`src/rtl/sndcmd_sched.sv`:
```
// Sound-command scheduler: queues main-CPU sound requests and hands them to the
// sound Z80 one at a time (NMI + command latch), plus the periodic sound IRQ.
module sndcmd_sched #(
    parameter int DEPTH_LOG2 = 3,
    parameter int IRQ_PERIOD = 33334,
    parameter int GAP_TICKS  = 16,
    parameter int RD_TIMEOUT = 65535
) (
    input  logic                clk40M,
    input  logic                reset_n,
    input  logic                clk8M_en,
    input  logic [7:0]          sndno,
    input  logic                sndstart,
    output logic                cpu_irq,
    input  logic                cpu_irqa,
    output logic                cpu_nmi,
    input  logic                cpu_nmia,
    input  logic                com_rd,
    output logic [7:0]          comlatch,
    output logic [DEPTH_LOG2:0] fifo_count,
    output logic                overflow
);
    localparam int DEPTH   = 1 << DEPTH_LOG2;
    localparam int TMR_MAX = (RD_TIMEOUT > GAP_TICKS) ? RD_TIMEOUT : GAP_TICKS;
    localparam int TW      = $clog2(TMR_MAX + 1);
    localparam int IW      = $clog2(IRQ_PERIOD + 1);

    typedef enum logic [1:0] {S_IDLE, S_NMI, S_WAIT_RD, S_GAP} state_t;

    state_t                state, state_n;
    logic [7:0]            mem [DEPTH];
    logic [DEPTH_LOG2-1:0] wr_ptr, rd_ptr;
    logic                  sndstart_q, com_rd_q;
    logic [TW-1:0]         tmr;
    logic [IW-1:0]         irq_cnt;
    logic                  push, push_ok, pop, rd_edge, full, empty;

    assign push    = clk8M_en && sndstart && !sndstart_q;
    assign rd_edge = clk8M_en && com_rd && !com_rd_q;
    assign full    = (fifo_count == (DEPTH_LOG2+1)'(DEPTH));
    assign empty   = (fifo_count == '0);
    assign pop     = clk8M_en && (state == S_IDLE) && !empty;
    // a pop on a full FIFO frees the slot the same-tick push lands in
    assign push_ok = push && (!full || pop);

    always_ff @(posedge clk40M) begin
        if (!reset_n) begin
            sndstart_q <= 1'b0;
            com_rd_q   <= 1'b0;
        end else if (clk8M_en) begin
            sndstart_q <= sndstart;
            com_rd_q   <= com_rd;
        end
    end

    always_ff @(posedge clk40M) begin
        if (push_ok) mem[wr_ptr] <= sndno;
    end

    always_ff @(posedge clk40M) begin
        if (!reset_n) begin
            wr_ptr     <= '0;
            rd_ptr     <= '0;
            fifo_count <= '0;
            overflow   <= 1'b0;
            comlatch   <= '0;
        end else begin
            if (push_ok) wr_ptr <= wr_ptr + 1'b1;
            if (pop) begin
                rd_ptr   <= rd_ptr + 1'b1;
                comlatch <= mem[rd_ptr];
            end
            if (push && !push_ok) overflow <= 1'b1;
            if (push_ok && !pop)      fifo_count <= fifo_count + 1'b1;
            else if (!push_ok && pop) fifo_count <= fifo_count - 1'b1;
        end
    end

    always_ff @(posedge clk40M) begin
        if (!reset_n)      state <= S_IDLE;
        else if (clk8M_en) state <= state_n;
    end

    always_comb begin
        state_n = state;
        case (state)
            S_IDLE:    if (!empty) state_n = S_NMI;
            S_NMI:     if (cpu_nmia) state_n = rd_edge ? S_GAP : S_WAIT_RD;
            S_WAIT_RD: if (rd_edge || tmr == TW'(RD_TIMEOUT - 1)) state_n = S_GAP;
            S_GAP:     if (tmr == TW'(GAP_TICKS - 1)) state_n = S_IDLE;
            default:   state_n = S_IDLE;
        endcase
    end

    always_comb begin
        cpu_nmi = (state == S_NMI);
    end

    // shared by the read-wait and the inter-command gap; restarts on every state change
    always_ff @(posedge clk40M) begin
        if (!reset_n)                 tmr <= '0;
        else if (clk8M_en) begin
            if (state_n != state)     tmr <= '0;
            else if (state == S_WAIT_RD || state == S_GAP) tmr <= tmr + 1'b1;
        end
    end

    always_ff @(posedge clk40M) begin
        if (!reset_n) begin
            irq_cnt <= '0;
            cpu_irq <= 1'b0;
        end else if (clk8M_en) begin
            if (irq_cnt == IW'(IRQ_PERIOD - 1)) begin
                irq_cnt <= '0;
                cpu_irq <= 1'b1;
            end else begin
                irq_cnt <= irq_cnt + 1'b1;
                if (cpu_irqa) cpu_irq <= 1'b0;
            end
        end
    end
endmodule

```
`config.mk`:
```
export PLATFORM = sky130hd
export DESIGN_NAME = sndcmd_sched
export DESIGN_NICKNAME = d
export VERILOG_FILES = /design/src/rtl/sndcmd_sched.sv
export SDC_FILE = /design/constraint.sdc
export NUM_CORES = 1
export LEC_CHECK = 0
export CAP_MARGIN = 20
export CORE_UTILIZATION = 59
export DETAILED_ROUTE_END_ITERATION = 8
export PLACE_DENSITY = 0.79
export SYNTH_ARGS = -nofsm -noshare
export SYNTH_HDL_FRONTEND = slang
export SYNTH_SLANG_ARGS = --single-unit
```
`constraint.sdc`:
```
create_clock -name clk40M -period 4.3 [get_ports clk40M]
set_clock_uncertainty 0.2 [all_clocks]
set_input_delay 0.86 -clock clk40M [delete_from_list [all_inputs] [get_ports clk40M]]
set_output_delay 0.86 -clock clk40M [all_outputs]
set_load 0.05 [all_outputs]
```
==> results.yml, run 1 <==
run_status:
  status: "finished, final reports clean"
setup_path:
  cp.required_ns: 4.55
  crit_family: "compound AO/OA/AOI/OAI gates"
  crit_chain: "clkdlybuf4s50_1 > nand3b_1 > a31oi_2 > ha_1 > inv_1 > ha_1 > a21o_1 > a21oi_1 > xnor2_1 > or3_2 > a21oi_1"
  path_class: "primary input to flip-flop"
  max_stage_delay_ns: 0.58
  start_kind: "primary input"
  critPathCaptureType: "flip-flop"
  cp_max_fo: 6
  worst_path_max_delay_cell: "clkdlybuf4s50_1"
  crit_arrival_ns: 3.58
  crit_buf_inv: 2
layout:
  n_antenna_cell: 0
  final_cell_mix: "edfxtp_1 (64), dfxtp_1 (56), nor2_1 (51)"
  num-fill-cells: 577
  drive_above_1_share_pct: 17.8
  syn_to_final_growth_pct: 18.3
  layout_commonest_cell: "edfxtp_1"
  stdcell_area_um2: 6370
  fin_nets: 505
timing:
  holdWs_ns: 0.293
  finalCritPeriodShare_pct: 77.3
  rsz0062_at_grt: "false"
  tightest_slew_ns: 0.875
  post-route-min-period_ns: 3.32
  finalSetupTns_ns: 0
  max_freq_mhz: 301
  drv_slew: 0
  setup-violations-final: 0
  relSlewSlack_pct: 41.4
  hold_viol: 0
synth:
  avgSynthCellArea_um2: 12.2
  synth_xor_area_share_pct: 3.41
  muxShareOfSynthArea_pct: 9.34
  synth_nets: 465
  ys_seq_area_share_pct: 56.5
  synth_seq_cells: 120
  synth_cell_types: 60
  synthAdderAreaFrac_pct: 2.46
  synthFlopType: "edfxtp_1"
  ys_warn_count: 0
  synth_simple_gate_area_share_pct: 16.4
  async_flop_share_pct: 0
  synth_top_family_by_area: "simple AND/OR/NAND/NOR gates"
  synth_cells: 440
  synth_edf_count: 64
  syn_area_um2: 5390
  synth_compound_area_share_pct: 8.97
detailed_routing:
  drt-total-wl_um: 10800
  ant_nets: 0
  viasPerCell: 5.98
  wl_per_cell_um: 18.0
  vias: 3594
  first_iter_violations: 168
  firstDrtPassIters: 4
  drc: 0
global_route:
  grtUsageTotal_pct: 24.5
  grt_first_pass_wirelength_um: 18000
  grt_pass1_vias: 3677
  grt_start_max_net_pins: 27
  grt-ovfl-total: 0
  antenna_found_initial: 0
floorplanning:
  die-width_um: 97.6
  io_pins: 30
  row_count: 34
  dieHeight_um: 97.6
  die-area_um2: 9520
  start_util_pct: 61.5
  coreArea_um2: 8760
cts:
  clockBufferDepth: 2
  clock_latency_ns: 0.52
  cts_tree: "done"
  cts_buffers: 17
  root_buffer: "clkbuf_8"
  h-tree-depth: 4
  cts_setup_buffers: 0
  clock_sinks: 120
  path_clk_slew_ns: 0.06
  ctsHoldBuffers: 0
  cts.repair.resized: 0
placed_design:
  io_buffers: 29
  routabilityCongestion: 0.858
  dpl.hpwl_um: 6750
  placed_area_um2: 5790
power:
  p_leak_uw: 0.00213
  p_total_uw: 3670
  irDropWorstVdd_v: 0.000354
  p_per_area_nw_per_um2: 576
min_path:
  hp-class: "flip-flop to flip-flop"
flow_run:
  maxCapViolations: 0
-- flip-flops by register name, summed over array words and instances, names as in the netlist, 2 cells and up --
signal / count
comlatch: 8
fifo_count: 4
irq_cnt: 16
mem: 64
rd_ptr: 3
state: 2
tmr: 16
wr_ptr: 3
-- where the power goes --
group	internal, uW	total [uW]	leakage [uW]	switching [uW]
registers	1280	1370	0.00103	95.0
logic	406	957	0.000823	551
clock network	744	1340	0.000274	596
-- kinds of logic (layout without fill, tap and decap cells) --
family / Yosys count / in the layout
AOI/OAI and AO/OA: 54 / 54
xor gates and xnor gates: 21 / 21
adders and majority gates: 10 / 10
buffers and inverters: 33 / 86
DFF: 120 / 120
muxes: 30 / 30
and+or+nand+nor: 172 / 172
-- cell usage after synthesis, types with 8 or more instances --
library cell	number	share of area (%)
inv_1	12	0.84
nand3_1	18	1.7
nor2_1	51	3.6
nand2_1	36	2.5
nor4_1	8	0.93
a21oi_1	8	0.74
o21ai_0	10	0.93
dfxtp_1	56	21
mux2i_1	12	2.2
edfxtp_1	64	36
xnor2_1	14	2.3
mux4_2	16	6.7
ha_1	9	2.1
a211oi_1	10	1.4
nand4_1	8	0.93
-- final timing paths --
check                               from       endpoint  slack [ns]  cells after the start
worst min-delay path             cpu_irq        cpu_irq        0.29                      2
worst max-delay path            clk8M_en  fifo_count[3]        0.98                     11
worst min register to register   cpu_irq        cpu_irq        0.29                      2
worst max register to register  state[1]  fifo_count[3]        1.20                     10
-- metrics by stage --
stage / utilization (%) / std cells / setup WS (ns)
6_report: 72.7 / 601 / 0.976
3_3_place_gp: 66.1 / 568 / 0.522
2_1_floorplan: - / 440 / 0.989
5_1_grt: 72.7 / 601 / 0.762
3_5_place_dp: 66.1 / 568 / 0.482
4_1_cts: 72.5 / 600 / 0.979
-- area by class of cell --
type	count	area [um2]	area share, %
flip-flops and latches	120	3040	47.8
multi-input cells	287	2190	34.4
clock buffers	17	414	6.50
repair buffers	41	388	6.09
clock inverters	15	154	2.42
well taps	108	135	2.12
inverters	13	48.8	0.766
-- routing by layer --
layer  vias to the layer above  wire, um  track usage [%]
met5                         -         0                0
met4                         0       262             12.1
met3                        28       471             4.96
met2                        99      5560             42.2
met1                      1744      4520             29.3
li1                       1723         -                -
-- worst reg2reg max path: cells and delay by family, from the launching register on --
| kind | cells | cell delay (ns) |
|---|---|---|
| buf+inv | 1 | 0.10 |
| xor+xnor | 1 | 0.10 |
| fa+ha+maj | 2 | 0.54 |
| flops | 1 | 0.41 |
| compound gates | 4 | 0.87 |
| simple gates | 2 | 0.81 |
Power figures use the tool's default switching activity.
==> inputs of run 2 (changes only) <==
--- a/config.mk
+++ b/config.mk
@@ -6,9 +6,9 @@
 export NUM_CORES = 1
 export LEC_CHECK = 0
 export CAP_MARGIN = 20
-export CORE_UTILIZATION = 59
+export CORE_UTILIZATION = 54
 export DETAILED_ROUTE_END_ITERATION = 8
-export PLACE_DENSITY = 0.79
+export PLACE_DENSITY = 0.76
 export SYNTH_ARGS = -nofsm -noshare
 export SYNTH_HDL_FRONTEND = slang
 export SYNTH_SLANG_ARGS = --single-unit
==> constraint.sdc (replaced) <==
create_clock -name clk40M -period 2.72 [get_ports clk40M]
set_clock_uncertainty 0.2 [all_clocks]
set_input_delay 0.544 -clock clk40M [delete_from_list [all_inputs] [get_ports clk40M]]
set_output_delay 0.544 -clock clk40M [all_outputs]
set_load 0.05 [all_outputs]
==> results.yml, run 2 (synthesis gave the netlist of run 1 again) <==
placed_design:
  routabilityCongestion: 0.832
  io_buffers: 29
  dpl.hpwl_um: 7150
  placed_area_um2: 6020
cts:
  cts_buffers: 17
  clockBufferDepth: 2
  cts_tree: "done"
  path_clk_slew_ns: 0.06
  h-tree-depth: 4
  ctsHoldBuffers: 0
  clock_latency_ns: 0.53
  clock_sinks: 120
  root_buffer: "clkbuf_8"
detailed_routing:
  ant_nets: 0
  firstDrtPassIters: 5
  first_iter_violations: 144
  drt-total-wl_um: 10900
  drc: 0
  wl_per_cell_um: 17.0
  vias: 3682
  viasPerCell: 5.72
layout:
  n_antenna_cell: 0
  syn_to_final_growth_pct: 22.6
  drive_above_1_share_pct: 22.1
  num-fill-cells: 718
  reg.largest.list: "mem: 64 flops, irq_cnt: 16 flops, tmr: 16 flops"
  layout_commonest_cell: "edfxtp_1"
  largest_register_ffs: 64
  fin_nets: 523
  regMostFlops: "mem"
  final_cell_mix: "edfxtp_1 (64), dfxtp_1 (52), nor2_1 (51)"
  stdcell_area_um2: 6600
  final_core_utilization_pct: 67.9
timing:
  post-route-min-period_ns: 2.63
  relSlewSlack_pct: 62.7
  tightest_slew_ns: 0.559
  drv_slew: 0
  holdWs_ns: 0.297
  setup-violations-final: 0
  rsz0062_at_grt: "false"
  finalCritPeriodShare_pct: 96.8
  max_freq_mhz: 380
  hold_viol: 0
power:
  p_leak_uw: 0.00223
  p_total_uw: 6010
  irDropWorstVdd_v: 0.000619
  p_per_area_nw_per_um2: 910
floorplanning:
  dieHeight_um: 102
  io_pins: 30
  start_util_pct: 55.4
  coreArea_um2: 9730
  row_count: 36
  die-area_um2: 10400
  die-width_um: 102
setup_path:
  crit_chain: "or4_4 > nor3b_4 > inv_2 > ha_4 > inv_4 > ha_4 > a21o_1 > a21oi_2 > xnor2_1 > or3_4 > a21oi_1"
  cpMostUsedCell: "ha_4"
  r2r-start: "fifo_count[0]"
  max_stage_delay_ns: 0.56
  critPathCaptureType: "flip-flop"
  cp_max_fo: 3
  path_class: "flip-flop to flip-flop"
  start_kind: "flip-flop"
  worst_path_max_delay_cell: "or4_4"
  cp.required_ns: 2.97
  crit_arrival_ns: 2.89
  crit_start: "fifo_count[0]"
global_route:
  grtUsageTotal_pct: 23.2
  grt-ovfl-total: 0
  grt_first_pass_wirelength_um: 17800
  antenna_found_initial: 0
  grt_pass1_vias: 3684
  grt_start_max_net_pins: 27
min_path:
  hp-class: "flip-flop to flip-flop"
  hp-start: "cpu_irq"
flow_run:
  maxCapViolations: 0
run_status:
  status: "finished, final reports clean"
==> run 2: cell types whose count changed in the layout (fill, tap and decap cells not counted), moves of 3 or more <==
cell,before,now
inv_6,6,3
dfxtp_1,56,52
buf_4,11,28
inv_8,4,0
==> run 2: repair_timing <==
item / CTS / global route
cloned: 0 / 0
buffers inserted: 0 / 2
resized for setup: 1 / 1
setup endpoints to repair: 1 / 1
pin swaps: 0 / 1
==> run 2: power breakdown <==
| group | switching (uW) | leakage [uW] | internal, uW |
|---|---|---|---|
| Sequential | 80.0 | 0.00103 | 2030 |
| Combinational | 999 | 0.000930 | 767 |
| Clock | 830 | 0.000266 | 1300 |
==> run 2: cell type report <==
cell class | count | area (um2) | area share [%]
multi-input combinational | 287 | 2230 | 33.7
clock inverter | 15 | 151 | 2.29
timing repair buffer | 59 | 539 | 8.17
clock buffer | 17 | 414 | 6.27
sequential | 120 | 3050 | 46.2
tap | 133 | 166 | 2.52
inverter | 13 | 51.3 | 0.777
==> run 2: worst paths after layout <==
| kind | cells past startpoint | slack, ns | to |
|---|---|---|---|
| max | 11 | 0.09 | fifo_count[3] |
| min | 2 | 0.30 | cpu_irq |
| max reg2reg | 11 | 0.09 | fifo_count[3] |
| min reg2reg | 2 | 0.30 | cpu_irq |
==> run 2: metal layers <==
metal | vias to the layer above | track usage (%) | part of all wire [%]
li1 | 1759 | - | -
met1 | 1810 | 26.3 | 42
met2 | 97 | 40.4 | 51
met3 | 16 | 7.46 | 4.7
met4 | 0 | 10.1 | 1.7
met5 | - | 0 | 0
==> run 2: worst max-delay path, delay by kind of cell (launching register included) <==
family          cells  cell delay, ns
buf+inv             2            0.12
simple gates        3            1.06
fa+ha+maj           2            0.34
flops               1            0.34
compound gates      3            0.40
xor+xnor            1            0.09
==> run 2: stage by stage <==
stage               cells  worst slack, ns  setup TNS (ns)
floorplan             440          -0.0762         -0.0762
global placement      610           -0.329           -1.42
detailed placement    610           -0.391           -3.15
CTS                   642           0.0424               0
global route          644          0.00331               0
finish                644           0.0878               0
